`config.mk`:
```
export PLATFORM = sky130hd
export DESIGN_NAME = alu_seq
export DESIGN_NICKNAME = d
export VERILOG_FILES = /design/src/rtl/alu_seq.sv
export SDC_FILE = /design/constraint.sdc
export NUM_CORES = 1
export LEC_CHECK = 0
export CAP_MARGIN = 5
export CELL_PAD_IN_SITES_DETAIL_PLACEMENT = 1
export CELL_PAD_IN_SITES_GLOBAL_PLACEMENT = 1
export CORE_MARGIN = 3
export CORE_UTILIZATION = 35
export DETAILED_ROUTE_END_ITERATION = 16
export PLACE_DENSITY_LB_ADDON = 0.1
export SLEW_MARGIN = 30
export SYNTH_ARGS = -nofsm -noshare
export SYNTH_HDL_FRONTEND = slang
export SYNTH_SLANG_ARGS = --single-unit
```
`constraint.sdc`:
```
create_clock -name clk -period 7.4 [get_ports clk]
set_input_delay 0.74 -clock clk [delete_from_list [all_inputs] [get_ports clk]]
set_output_delay 0.74 -clock clk [all_outputs]
set_load 0.1 [all_outputs]
```
`src/rtl/alu_seq.sv`:
```
// alu_seq: sequential RV32 ALU with single-cycle base ops and iterative unsigned mul/div/rem
// behind valid/ready handshakes on both sides.
module alu_seq #(
    parameter int WIDTH = 32
) (
    input  logic             clk,
    input  logic             rst_n,
    input  logic             in_valid,
    output logic             in_ready,
    input  logic [3:0]       in_op,
    input  logic [WIDTH-1:0] in_x,
    input  logic [WIDTH-1:0] in_y,
    output logic             out_valid,
    input  logic             out_ready,
    output logic [WIDTH-1:0] out_result,
    output logic             out_err,
    output logic             busy
);
    localparam int SHW = $clog2(WIDTH);
    localparam int CW  = $clog2(WIDTH + 1);

    typedef enum logic [1:0] {IDLE, BUSY, DONE} state_t;

    state_t             state;
    logic [3:0]         op;
    logic [WIDTH-1:0]   y;
    logic [CW-1:0]      cnt;
    logic [2*WIDTH-1:0] acc;
    logic [2*WIDTH-1:0] acc_nx;
    logic [WIDTH-1:0]   alu_r;
    logic [WIDTH-1:0]   sra;
    logic [WIDTH-1:0]   dsub;
    logic [WIDTH:0]     msum;
    logic [WIDTH:0]     dsh;
    logic [SHW-1:0]     sh;
    logic               alu_e;
    logic               dge;

    always_comb begin
        sh    = in_y[SHW-1:0];
        sra   = $signed(in_x) >>> sh;
        alu_e = in_op >= 4'd14;
        case (in_op)
            4'd0:    alu_r = in_x + in_y;
            4'd1:    alu_r = in_x - in_y;
            4'd2:    alu_r = in_x << sh;
            4'd3:    alu_r = {{(WIDTH-1){1'b0}}, $signed(in_x) < $signed(in_y)};
            4'd4:    alu_r = {{(WIDTH-1){1'b0}}, in_x < in_y};
            4'd5:    alu_r = in_x ^ in_y;
            4'd6:    alu_r = in_x >> sh;
            4'd7:    alu_r = sra;
            4'd8:    alu_r = in_x | in_y;
            4'd9:    alu_r = in_x & in_y;
            default: alu_r = '0;
        endcase
    end

    // acc holds {partial product, multiplier} for mul and {remainder, quotient} for div
    always_comb begin
        msum   = {1'b0, acc[2*WIDTH-1:WIDTH]} + (acc[0] ? {1'b0, y} : '0);
        dsh    = {acc[2*WIDTH-1:WIDTH], acc[WIDTH-1]};
        dge    = dsh >= {1'b0, y};
        dsub   = dsh[WIDTH-1:0] - y;
        acc_nx = (op[3:1] == 3'b101) ? {msum, acc[WIDTH-1:1]}
                                     : {dge ? dsub : dsh[WIDTH-1:0], acc[WIDTH-2:0], dge};
    end

    always_ff @(posedge clk or negedge rst_n) begin
        if (!rst_n) begin
            state      <= IDLE;
            op         <= '0;
            y          <= '0;
            cnt        <= '0;
            acc        <= '0;
            in_ready   <= 1'b1;
            out_valid  <= 1'b0;
            out_result <= '0;
            out_err    <= 1'b0;
            busy       <= 1'b0;
        end else begin
            case (state)
                IDLE: if (in_valid) begin
                    op       <= in_op;
                    y        <= in_y;
                    in_ready <= 1'b0;
                    if (in_op >= 4'd10 && in_op <= 4'd13) begin
                        state <= BUSY;
                        cnt   <= CW'(WIDTH);
                        acc   <= {{WIDTH{1'b0}}, in_x};
                        busy  <= 1'b1;
                    end else begin
                        state      <= DONE;
                        out_result <= alu_r;
                        out_err    <= alu_e;
                        out_valid  <= 1'b1;
                    end
                end
                BUSY: begin
                    acc <= acc_nx;
                    cnt <= cnt - 1'b1;
                    if (cnt == CW'(1)) begin
                        state      <= DONE;
                        out_result <= op[0] ? acc_nx[2*WIDTH-1:WIDTH] : acc_nx[WIDTH-1:0];
                        out_err    <= 1'b0;
                        out_valid  <= 1'b1;
                        busy       <= 1'b0;
                    end
                end
                DONE: if (out_ready) begin
                    state     <= IDLE;
                    out_valid <= 1'b0;
                    in_ready  <= 1'b1;
                end
                default: state <= IDLE;
            endcase
        end
    end
endmodule
```
# After elaboration in Yosys (flattened, before gate mapping)
# Index checks and enable logic that the tools add are counted.
[op_classes]
addsub = 5
n_eq_ne = 18
mux = 35
shifts = 3
reduce_logical = 13
bitwise = 3
n_lt_le_gt_ge = 6
[op_table]
columns = ["op", "count"]
rows = [
  ["32-bit case mux with 10 select lines", 1],
  ["32-bit 2-to-1 mux", 6],
  ["64-bit 2-to-1 mux", 3],
  ["64-bit case mux with 2 select lines", 1],
  ["32-bit less-than comparator", 2],
  ["32-bit case mux with 2 select lines", 1],
  ["32-bit subtractor", 2],
  ["32-bit by 32-bit adder with 33-bit output", 1],
  ["33-bit by 32-bit >= comparator with 1-bit output", 1],
  ["32-bit adder", 1],
  ["32-bit AND", 1],
  ["32-bit bitwise OR", 1],
  ["32-bit by 5-bit left shift with 32-bit output", 1],
  ["32-bit by 5-bit right shift with 32-bit output", 1],
  ["32-bit by 5-bit >>> shifter with 32-bit output", 1],
  ["32-bit bitwise XOR", 1],
  ["4-bit by 3-bit equality test with 1-bit output, second input constant", 4],
  ["6-bit 2-to-1 mux", 2],
  ["6-bit case mux with 2 select lines", 1],
  ["1-bit 2-to-1 mux", 11],
  ["2-bit != test, second input constant", 5],
  ["3-bit AND reduction", 3],
  ["4-bit by 2-bit equality test with 1-bit output, second input constant", 2],
  ["4-bit equality test, second input constant", 2],
  ["other kinds (20)", 28],
]
[totals]
output_inout_bits = 36
regBits = 144

# Depth between registers and ports, before layout
[logic_depth]
ltp_word = 6
ltp_mapped = 16
ltp_nobuf = 14

# Least setup slack after synthesis
# No wires, ideal clock.
[synth_timing]
path_kind = "in2reg"
start = "input in_y[1]"
end = "register out_result[27]"
arrival_ns = 4.229
path_buffers = 4
path_slack_ns = 3.040
required_ns = 7.269
cell_stages = 16
path_cell_list = "buf_2 > inv_1 > buf_2 > buf_2 > buf_2 > ha_1 > or2_4 > a221oi_4 > o21ai_2 > or4_4 > a311oi_2 > o21ai_2 > o21ai_2 > xnor2_1 > a211oi_2 > or3_1"
[synth_via]
elab_chain_len = 5
word_cells_on_any_way = 9
[synth_rtl]
columns = ["element", "line", "source"]
rows = [
  ["start, declared", "12", "input logic [WIDTH-1:0] in_y,"],
  ["32-bit subtractor (tied with other cells)", "45", "4'd1: alu_r = in_x - in_y;"],
  ["32-bit case mux with 10 select lines (*)", "43", "case (in_op)"],
  ["32-bit 2-to-1 mux (*)", "86", "if (in_op >= 4'd10 && in_op <= 4'd13) begin"],
  ["32-bit 2-to-1 mux (*)", "82", "IDLE: if (in_valid) begin"],
  ["32-bit case mux with 2 select lines (*)", "81", "case (state)"],
  ["end signal, assigned", "93", "out_result <= alu_r;"],
  ["end signal, assigned", "103", "out_result <= op[0] ? acc_nx[2*WIDTH-1:WIDTH] : acc_nx[WIDTH-1:0];"],
  ["end, declared", "15", "output logic [WIDTH-1:0] out_result,"],
]
# Mark *: on every way between the ends. The rest lies on a longest branch, timed or not. The select of a mux whose other input is x is not followed.
# A chain may end at the register's enable or synchronous reset.

# Final worst setup path
[layout_timing]
start = "input in_x[19]"
end = "register out_result[23]"
[layout_via]
elab_chain_len = 5
word_cells_on_any_way = 9
[layout_rtl]
columns = ["element", "line", "source"]
rows = [
  ["start, declared", "11", "input logic [WIDTH-1:0] in_x,"],
  ["32-bit subtractor (tied with other cells)", "45", ""],
  ["32-bit case mux with 10 select lines (*)", "43", ""],
  ["32-bit 2-to-1 mux (*)", "86", ""],
  ["32-bit 2-to-1 mux (*)", "82", ""],
  ["32-bit case mux with 2 select lines (*)", "81", ""],
]
# Marks and branches as above.

==> reports/metrics.cfg <==
[routing]
wire_per_inst_um = 28.9
vias_per_cell = 6.37
final_antenna_net_count = 0
drc_errors = 0
drtIter0Drc = 1888
vias = 20700
wirelength_mm = 94.2
dr.pass1.iters = 5

[critical_path]
rr_worst_depth = 14
worstSetupPathType = in2reg
crit_path_end_kind = register
cp_max_fo = 11
r2r_end = out_result[31]$_DFFE_PN0P_
worstPathRequired_ns = 7.70
rrSetupSlack_ns = 2.79
r2r_start = acc[0]$_DFFE_PN0P_
arrival_ns = 5.01
setup.worst_path.start_class = input port

[final_layout]
final_common_cell = nand2_1
final_cell_count_no_fill = 3256
regArea_um2 = 3600
antenna_cells = 0
layout_common_cells = nand2_1 (311), a21oi_1 (247), o21ai_0 (225), nor2_1 (204), ha_1 (166)
drive_above_1_share_pct = 7.50
fillerInstances = 6654
multi_input_area_um2 = 14500
syn2layout_area_growth_pct = 11.0
nets = 2789

[global_route]
busiest_layer = met2
grtUsageMet2_pct = 50.1
antenna_found_initial = 2
grt_overflow = 0
grt_pass1_wl_mm = 139
met3_usage_pct = 4.95
grt.met1_usage_pct = 45.4
grt_max_degree = 87
track_usage_pct = 32.0
grt_pass1_vias = 20700

[synthesis]
yosysTopAreaCellShare_pct = 18.5
synthTopCellsByArea = dfrtp_1 (18%), ha_1 (11%), a21oi_1 (6.4%), nand2_1 (6.0%), o21ai_0 (5.8%)
netlist_area_um2 = 19400
synth_area_per_cell_um2 = 7.54
ys.flop_type = dfrtp_1
synth-seq-cells = 144
yosysTopAreaCell = dfrtp_1
yosysWarnings = 0
ys_seq_area_share_pct = 18.6
synth.distinct_cells = 102
async_flop_share_pct = 100
synthesis.nets = 2809
synth_cells = 2567
synth_edf_count = 0

[power_and_ir_drop]
net-switching-power_mw = 4.64
swShare_pct = 55.9
p_int_mw = 3.66
powerDensity_nw_per_um2 = 386
power.share.clock_pct = 12.3
peakVddDrop_mv = 0.397
p_leak_nw = 9.27
pwr-share-seq_pct = 17.9
combinationalPowerShare_pct = 69.8

[sta]
finalSetupViolCount = 0
drv_slew = 0
period_share_pct = 63.7
grt_setup_unrepaired = false
setup_tns_ns = 0
tightest_slew_ns = 1.02
hold_viol_final = 0
min_period_ns = 4.72
skew_ns = 0.0129
clock.fmax_mhz = 212
slew_headroom_pct = 31.7

[run]
max-cap-violations = 0

[clocking]
clk_pin_slew_ns = 0.07
insertion_delay_ns = 0.45
cts-resized-gates = 0
cts.sinks = 144
root_buffer = clkbuf_16
cts_buffer_depth = 2
cts_tree = yes
cts_setup_buffers = 0
cts_hold_buf = 0
h-tree-depth = 4
cts_buffers = 17

[placement]
dp.cells = 3224
hpwl_mm = 73.0
gp_congestion = 0.978
port-buffer-count = 107

[floorplan]
die_area_um2 = 58200
die_x_um = 241
pin_count = 108
core_area_um2 = 54200
rows = 85
initial_core_util_pct = 35.7
chipHeight_um = 241

[run_status]
status = finished clean

[worst_hold_path]
worstHoldPathType = in2async

-- state kept, by name (all words and copies together), names as in the netlist --
signal	cells
busy	1
out_valid	1
in_ready	1
state	2
op	4
out_err	1
cnt	6
acc	64
out_result	32
y	32
-- worst max-delay path: stages --
cell and delay (ns):
clkdlybuf4s50_1 0.72, inv_1 0.15, ha_1 0.59, and2_1 0.24, nor4b_1 0.48, nand4_1 0.20
o211ai_1 0.28, o31a_1 0.34, mux2i_1 0.14, xnor2_1 0.15, a2111oi_1 0.80, o21ai_0 0.17
-- worst max-delay path by stage --
stage,cells after the start,end,slack (ns),startpoint
finish,12,out_result[23]$_DFFE_PN0P_,2.68,in_x[19]
global route,14,acc[63]$_DFFE_PN0P_,2.55,acc[0]$_DFFE_PN0P_
CTS,13,out_result[23]$_DFFE_PN0P_,2.86,in_x[6]
detailed placement,13,out_result[23]$_DFFE_PN0P_,2.40,in_x[6]
global placement,13,out_result[23]$_DFFE_PN0P_,2.20,in_x[1]
floorplan,16,out_result[27]$_DFFE_PN0P_,3.04,in_y[1]
-- power groups by stage --
stage / Combinational [mW] / Clock, mW / Sequential, mW
final: 5.79 / 1.02 / 1.49
after global routing: 6.26 / 1.07 / 1.53
after CTS: 5.76 / 1.03 / 1.48
after detailed placement: 5.72 / 0 / 1.49
after global placement: 5.63 / 0 / 1.49
after floorplan: 3.45 / 0 / 1.92
-- kinds of logic (layout without fill, tap and decap cells) --
group                      Yosys count  count (layout)  synth area share (%)
AOI/OAI and AO/OA                  913             913                  30.9
and+or+nand+nor                    773             773                  18.1
buffers and inverters              333             326                  6.87
adders and majority gates          170             170                  11.1
muxes                              149             149                  10.5
DFF                                144             144                  18.6
xor gates and xnor gates            85              85                  3.85
-- cells in the mapped netlist, types with 24 or more instances --
cell type    n
mux2i_1     85
and2_1      43
o21ai_0    225
nand2b_1    25
a31oi_1     39
xor2_1      24
nand2_1    311
nand3_1     38
nor3_1      42
nor2_1     209
buf_2       25
inv_1      148
a21o_1      38
dfrtp_1    143
o211ai_1    42
mux4_2      41
a211oi_1    38
ha_1       166
a21oi_1    247
xnor2_1     61
clkbuf_1   132
-- stage by stage --
stage | instance area (um2) | hold slack, ns | worst slack (ns) | total power, mW | util, %
finish | 21500 | 0.352 | 2.68 | 8.30 | 39.6
global route | 21500 | 0.427 | 2.55 | 8.86 | 39.6
CTS | 21500 | 0.405 | 2.86 | 8.28 | 39.6
detailed placement | 20800 | 0.499 | 2.40 | 7.21 | 38.4
global placement | 20800 | 0.477 | 2.20 | 7.12 | 38.4
floorplan | 19400 | 0.444 | 3.04 | 5.37 | -
-- final cells by class --
class / instances / share of cell area (%)
Tap cell: 696 / 4.05
Clock inverter: 12 / 1.08
Timing Repair Buffer: 143 / 6.10
Sequential cell: 144 / 16.8
Inverter: 151 / 2.64
Clock buffer: 20 / 2.03
Multi-Input combinational cell: 2090 / 67.3
-- routing by layer --
| layer | up-vias | routed length (um) |
|---|---|---|
| li1 | 9328 | - |
| met1 | 10600 | 43700 |
| met2 | 688 | 42100 |
| met3 | 119 | 5550 |
| met4 | 2 | 2870 |
| met5 | - | 14 |
Note: power is estimated with default switching activity, not from simulation.
